`src/rtl/if_seg.sv`:
```
// if_seg -- instruction-fetch segment.
// Keeps the PC, fetches one word at a time over a split request/response
// memory interface, buffers returned words in a 2-entry prefetch queue and
// drives the IF/ID pipeline register consumed by decode.
//
// Ports:
//   clk, rst            clock, asynchronous active-low reset
//   stall               decode cannot accept; IF/ID holds, queue does not pop
//   redirect/redirect_pc taken branch/jump: flush everything, restart fetch
//   imem_req/imem_addr  address phase, held stable until imem_gnt
//   imem_gnt            memory accepts the address this cycle
//   imem_rvalid/rdata   response for the single outstanding request
//   NPCo/IRo/valid      IF/ID register (valid=0 marks a bubble)
module if_seg #(
  parameter logic [31:0] RESET_PC = 32'h0000_0000,
  parameter logic [31:0] NOP_IR   = 32'h0000_0000
) (
  input  logic        clk,
  input  logic        rst,
  input  logic        stall,
  input  logic        redirect,
  input  logic [31:0] redirect_pc,
  output logic        imem_req,
  output logic [31:0] imem_addr,
  input  logic        imem_gnt,
  input  logic        imem_rvalid,
  input  logic [31:0] imem_rdata,
  output logic [31:0] NPCo,
  output logic [31:0] IRo,
  output logic        valid
);

  typedef enum logic [1:0] {IDLE, WAIT, DROP} state_t;

  typedef struct packed {
    logic [31:0] npc;
    logic [31:0] ir;
  } ent_t;

  state_t      state_q, state_d;
  logic [31:0] pc_q, pc_d;
  logic [31:0] tag_q, tag_d;
  ent_t [1:0]  q_q, q_d;      // entry 0 is the head
  logic [1:0]  cnt_q, cnt_d;
  logic        req_q, req_d;
  logic [31:0] npc_q, npc_d;
  logic [31:0] ir_q, ir_d;
  logic        vld_q, vld_d;

  logic fire, push, pop;

  always_comb begin
    state_d = state_q;
    pc_d    = pc_q;
    tag_d   = tag_q;
    q_d     = q_q;
    cnt_d   = cnt_q;
    npc_d   = npc_q;
    ir_d    = ir_q;
    vld_d   = vld_q;
    push    = 1'b0;
    fire    = (state_q == IDLE) && req_q && imem_gnt;
    pop     = !stall && (cnt_q != 2'd0);

    case (state_q)
      IDLE: if (fire) begin
        pc_d    = pc_q + 32'd4;
        tag_d   = pc_q;
        state_d = WAIT;
      end
      WAIT: if (imem_rvalid) begin
        push    = 1'b1;
        state_d = IDLE;
      end
      DROP: if (imem_rvalid) state_d = IDLE;
      default: state_d = IDLE;
    endcase

    // Pop before push: a word arriving into an empty queue always lands in
    // the queue first, never straight into IF/ID.
    if (pop) begin
      npc_d  = q_q[0].npc;
      ir_d   = q_q[0].ir;
      vld_d  = 1'b1;
      q_d[0] = q_q[1];
      cnt_d  = cnt_q - 2'd1;
    end else if (!stall) begin
      npc_d = 32'd0;
      ir_d  = NOP_IR;
      vld_d = 1'b0;
    end

    // Room was reserved when the request issued, so cnt_d is 0 or 1 here.
    if (push) begin
      q_d[cnt_d[0]].npc = tag_q + 32'd4;
      q_d[cnt_d[0]].ir  = imem_rdata;
      cnt_d             = cnt_d + 2'd1;
    end

    if (redirect) begin
      cnt_d = 2'd0;
      npc_d = 32'd0;
      ir_d  = NOP_IR;
      vld_d = 1'b0;
      pc_d  = redirect_pc;
      // Drop only if a response is still owed after this cycle: a grant now,
      // or a WAIT/DROP whose response is not arriving this very cycle.
      // Otherwise nothing would ever arrive to leave DROP.
      if (fire || ((state_q == WAIT || state_q == DROP) && !imem_rvalid))
        state_d = DROP;
      else
        state_d = IDLE;
    end

    req_d = (state_d == IDLE) && (cnt_d != 2'd2);
  end

  always_ff @(posedge clk or negedge rst) begin
    if (!rst) begin
      state_q <= IDLE;
      pc_q    <= RESET_PC;
      tag_q   <= RESET_PC;
      q_q     <= '0;
      cnt_q   <= 2'd0;
      req_q   <= 1'b0;
      npc_q   <= 32'd0;
      ir_q    <= NOP_IR;
      vld_q   <= 1'b0;
    end else begin
      state_q <= state_d;
      pc_q    <= pc_d;
      tag_q   <= tag_d;
      q_q     <= q_d;
      cnt_q   <= cnt_d;
      req_q   <= req_d;
      npc_q   <= npc_d;
      ir_q    <= ir_d;
      vld_q   <= vld_d;
    end
  end

  assign imem_req  = req_q;
  assign imem_addr = pc_q;
  assign NPCo      = npc_q;
  assign IRo       = ir_q;
  assign valid     = vld_q;

endmodule

```
`config.mk`:
```
export PLATFORM = sky130hd
export DESIGN_NAME = if_seg
export DESIGN_NICKNAME = d
export VERILOG_FILES = /design/src/rtl/if_seg.sv
export SDC_FILE = /design/constraint.sdc
export NUM_CORES = 1
export LEC_CHECK = 0
export ABC_AREA = 0
export CORE_ASPECT_RATIO = 0.7
export CORE_MARGIN = 2
export CORE_UTILIZATION = 45
export CTS_BUF_LIST = sky130_fd_sc_hd__clkbuf_4 sky130_fd_sc_hd__clkbuf_8 sky130_fd_sc_hd__clkbuf_16
export DETAILED_ROUTE_END_ITERATION = 10
export HOLD_SLACK_MARGIN = 0.03
export PLACE_DENSITY = 0.68
export SYNTH_ARGS = -nofsm -noshare
export SYNTH_HDL_FRONTEND = slang
export SYNTH_SLANG_ARGS = --single-unit
export TNS_END_PERCENT = 100
```
`constraint.sdc`:
```
create_clock -name clk -period 4.1 [get_ports clk]
set_input_delay 1.025 -clock clk [delete_from_list [all_inputs] [get_ports clk]]
set_output_delay 1.025 -clock clk [all_outputs]
set_load 0.02 [all_outputs]
```
* Word level (Yosys, flattened, before mapping)
Index checks and enable logic that the tools add are counted.
** Cells by class
- Muxes and demuxes :: 29
- Eq/ne operators :: 4
- $add $sub $neg :: 4
- Reduce and logical (&&, ||, !) cells :: 18
- $lt $le $gt $ge :: 2
** Operators by type and width (count)
- 32-bit two-way mux :: 9
- 128-bit bitwise mux :: 2
- 64-bit two-way mux :: 3
- 64-bit demux with 1-bit select :: 2
- 32-bit by 3-bit adder with 32-bit output, second input constant :: 2
- 2-bit two-way mux :: 7
- 1-bit logical AND :: 6
- 2-bit nonzero test :: 3
- 1-bit two-way mux :: 5
- 2-bit zero test :: 2
- 2-bit one-hot mux with 2 select lines :: 1
- 2-bit AND reduction :: 2
- 3-bit by 1-bit != test with 1-bit output, second input constant :: 1
- 2-bit by 1-bit adder with 2-bit output, second input constant :: 1
- 2-bit by 1-bit equality test with 1-bit output, second input constant :: 1
- 2-bit equality test, second input constant :: 1
- 1-bit zero test :: 2
- 1-bit logical OR :: 2
- 1-bit by 2-bit < comparator with 1-bit output, second input constant :: 1
- 2-bit != test, second input constant :: 1
- 2-bit OR reduction :: 1
- 2-bit by 1-bit subtractor with 2-bit output, second input constant :: 1
- 1-bit greater-or-equal comparator, second input constant :: 1
** Storage, ports and cells
- Output and inout port bits :: 98
- Word-level logic and storage cells :: 69
- Register bits :: 262

* Longest topological paths before layout
- Depth in word-level cells :: 10
- Depth in mapped cells :: 12
- Mapped depth without buffers :: 8

* Worst setup path after synthesis
OpenSTA, ideal clock, no wires.
- Path type :: input -> register
- Start :: input port stall
- End :: register q_q[92] in the netlist's numbering
- Slack :: 1.181 ns
- Stages on the path :: 10
- Arrival time :: 2.836 ns
- Path through :: or3_1 and2_1 clkbuf_1 clkbuf_1 inv_2 ha_1 buf_1 clkbuf_1 nand2_1 o22ai_1
** Between the ends
- Cells in the longest elaborated chain, start to end :: 8
** Ends and longest elaborated chain
- from (decl) :: RTL line 20 : input logic stall,
- 1-bit zero test *
- 1-bit logical AND * :: RTL line 63 : pop = !stall && (cnt_q != 2'd0);
- 2-bit two-way mux * :: RTL line 81 : if (pop) begin
- 1-bit by 2-bit < comparator with 1-bit output (implied by the code) / 1-bit greater-or-equal comparator (equally long branches) :: RTL line 96 : q_d[cnt_d[0]].ir = imem_rdata;
- 1-bit logical AND (implied by the code) :: RTL line 96
- 32-bit two-way mux (implied by the code) :: RTL line 96
- 64-bit demux with 1-bit select :: RTL line 96
- 128-bit bitwise mux * :: RTL line 96
- to (signal assigned) :: RTL line 133 : q_q <= q_d;
- to (decl) :: RTL line 43 : ent_t [1:0] q_q, q_d;
Mark *: on every way between the ends. The rest lies on a longest branch, timed or not.
A chain may end at the register's enable or synchronous reset.

* Worst setup path after layout
- Start :: input port stall
- End :: register q_q[91] in the netlist's numbering
Same word-level chain as after synthesis.

==> flow_summary.yaml <==
worst_setup_path:
  critPathBufInv: 3
  critPathKind: "primary input to register"
  slowest_stage: "clkdlybuf4s50_1"
  required_ns: 4.54
  worstPathMaxFanout: 48
  arrival_ns: 3.28
  crit_chain: "clkdlybuf4s50_1, or3_1, and2_1, inv_2, ha_4, buf_4, nand2_1, o22ai_1"
  cp-start-kind: "primary input"
  slowest_delay_ns: 0.58
  endpoint_kind: "register"
  crit_family: "buffers and inverters"
synthesis:
  synthArstFlopShare: 1.000
  yosysTopAreaCell: "dfrtp_1"
  synth_edf_count: 0
  synthFlopType: "dfrtp_1"
  ys_seq_area_frac: 0.5617
  synth_compound_area_frac: 0.1690
  syn_inst: 1149
  ys_warn_count: 0
  yosys.area_share.xor_xnor: 0.01576
  syn_nets: 1226
  synthMuxAreaShare: 0.04202
  synth_area_leaders: "dfrtp_1 (56%), nand2_1 (6.0%), a22o_1 (4.8%)"
  synth.distinct_cells: 46
  synth_area_mm2: 0.01167
  synth_seq_cells: 262
  synthSimpleGateAreaFrac: 0.1616
  synth.top_cell.area_share: 0.5617
  avgSynthCellArea_um2: 10.16
  synth_fa_ha_area_frac: 0.007504
  synth_top_family_by_area: "compound AO/OA/AOI/OAI gates"
timing:
  clock_skew_ns: 0.008100
  final_hold_viol_count: 0
  fin_crit_ns: 2.843
  maxSlewHeadroom: 0.4538
  worstMarginPinSlew_ns: 0.8193
  fin_ws_ns: 1.257
  max_freq_ghz: 0.3518
  tns_ns: 0
  setup_viol: 0
  slew_viol_final: 0
  rsz0062_at_grt: "false"
  period_share: 0.6934
routing:
  drt_iter0_drc: 662
  drt_first_pass_iters: 6
  vias: 9248
  antenna_left: 0
  route.detailed.drc: 0
  wirelength_um: 29580
  viasPerCell: 5.667
  avgRoutedWirePerCell_um: 18.13
placed_design:
  place_hpwl_um: 19270
  place.gp.congestion: 0.8420
  pre_cts_slack_ns: 0.7319
  placedCellCount: 1585
  portBuffers: 167
grt:
  grt_use_total: 0.2184
  grt_pass1_vias: 8856
  antenna_found_initial: 0
  grt_max_degree: 106
  grt-ovfl-total: 0
  grt_pass1_wl_um: 48710
pwr:
  power_density_mw_per_mm2: 670.9
  power.leakage_nw: 6.167
  ir_worst_vdd_mv: 0.3401
job:
  cap_violations: 0
layout:
  drive_gt1_frac: 0.06303
  layout_commonest_cell: "dfrtp_1"
  layout_common_cells: "dfrtp_1 (262), nand2_1 (186), clkdlybuf4s50_1 (166)"
  post_layout_nonfiller_instances: 1632
  syn2layout_area_growth_pct: 25.86
  antenna_cells: 0
  nNetsFinal: 1359
die:
  rows: 49
  fp.dieW_um: 196.5
  io_pins: 168
  die_y_um: 138.7
  core_area_mm2: 0.02557
  initial_core_util: 0.4565
  dieArea_mm2: 0.02726
clock_tree:
  clk_latency_ns: 0.53
  hold_buffers: 0
  cts_tree: "done"
  clkTransAtPathRegs_ns: 0.06
  cts_buffers: 26
  clockRootBuffer: "clkbuf_16"
  clock_path_buffers: 3
  htreeDepth: 1
  post_cts_resize_count: 0
  cts_sinks: 262
  cts_setup_buffers: 0
run_status:
  outcome: "finished, final reports clean"
min_path:
  min_path_type: "register to register"
area by class of cell:
class | instances | area [µm²]
clock buffer | 40 | 829.5
clock inverter | 7 | 137.6
fill | 2219 | 10880
inverter | 48 | 180.2
multi-input combinational | 757 | 4657
sequential | 262 | 6556
tap | 331 | 414.1
timing repair buffer | 187 | 1914
synthesized netlist by cell type (all sizes together) (3+ instances only):
| cell | count |
|---|---|
| dfrtp | 262 |
| nand2 | 186 |
| clkbuf | 72 |
| a22o | 64 |
| o21ai | 64 |
| a31oi | 50 |
| nor2 | 49 |
| inv | 48 |
| mux2i | 40 |
| o22ai | 32 |
| nor2b | 29 |
| a211oi | 27 |
| nand3 | 25 |
| a21oi | 24 |
| nand4 | 23 |
| o31ai | 19 |
| or4 | 19 |
| or3 | 12 |
| xor2 | 12 |
| and4 | 10 |
| buf | 10 |
| xnor2 | 9 |
| and2 | 8 |
| mux2 | 8 |
| ha | 7 |
| o41ai | 7 |
| and3 | 6 |
| nand4b | 4 |
| nor4 | 4 |
| nor3 | 3 |
where the power goes:
group	internal (mW)	total, mW	switching, mW	leakage, nW
registers	3.50	4.26	0.758	3.23
clock network	1.64	2.64	1.00	0.480
logic	1.34	2.96	1.61	2.45
total	6.48	9.85	3.37	6.17
kinds of logic (layout without fill, tap and decap cells):
| kind of cell | Yosys count | in the layout |
|---|---|---|
| AND/OR/NAND/NOR | 388 | 388 |
| multiplexers | 48 | 48 |
| AO/OA/AOI/OAI | 293 | 293 |
| adder cells (fa/ha/maj) | 7 | 7 |
| buffers and inverters | 130 | 282 |
| XOR/XNOR | 21 | 21 |
| flip-flops | 262 | 262 |
worst register-to-register path, stage by stage, from the launching register on:
cell and delay, ns:
dfrtp_1 0.39, inv_1 0.08, ha_1 0.30, or3_1 0.39, and2_1 0.20, inv_2 0.07
ha_4 0.48, buf_4 0.33, nand2_1 0.08, o22ai_1 0.13
layer usage:
metal,GRT usage,routed length (µm)
met5,0,0
met4,0.03589,357
met3,0.03696,1707
met2,0.2962,12130
met1,0.3646,15390
state kept, by name, summed over array words and instances, names as in the netlist:
register and cells:
imem_req 1, q_q 128, state_q 2, imem_addr 32, IRo 32, valid 1
NPCo 32, cnt_q 2, tag_q 32
path summary, 6_finish.rpt:
check                      cells past startpoint  slack [ns]      end     start
setup / recovery                               8        1.26  q_q[91]     stall
hold / removal                                 1        0.48    valid     valid
setup reg to reg                               9        1.56  q_q[91]  cnt_q[0]
hold reg to reg                                1        0.48    valid     valid
max in group asynchronous                      2        2.65  q_q[15]       rst
min in group asynchronous                      1        0.55  q_q[11]       rst
per-stage QoR:
stage                     total power, mW  hold WS, ns    util  instance area [µm²]
final                               9.854       0.4780  0.5746                14690
after global routing                10.49       0.5097  0.5746                14690
after CTS                           9.913       0.4867  0.5746                14690
after detailed placement            7.228       0.4725  0.5367                13720
after global placement              7.132       0.4622  0.5367                13720
after floorplan                     6.086       0.4604       -                11670
(Power assumes the default switching activity.)
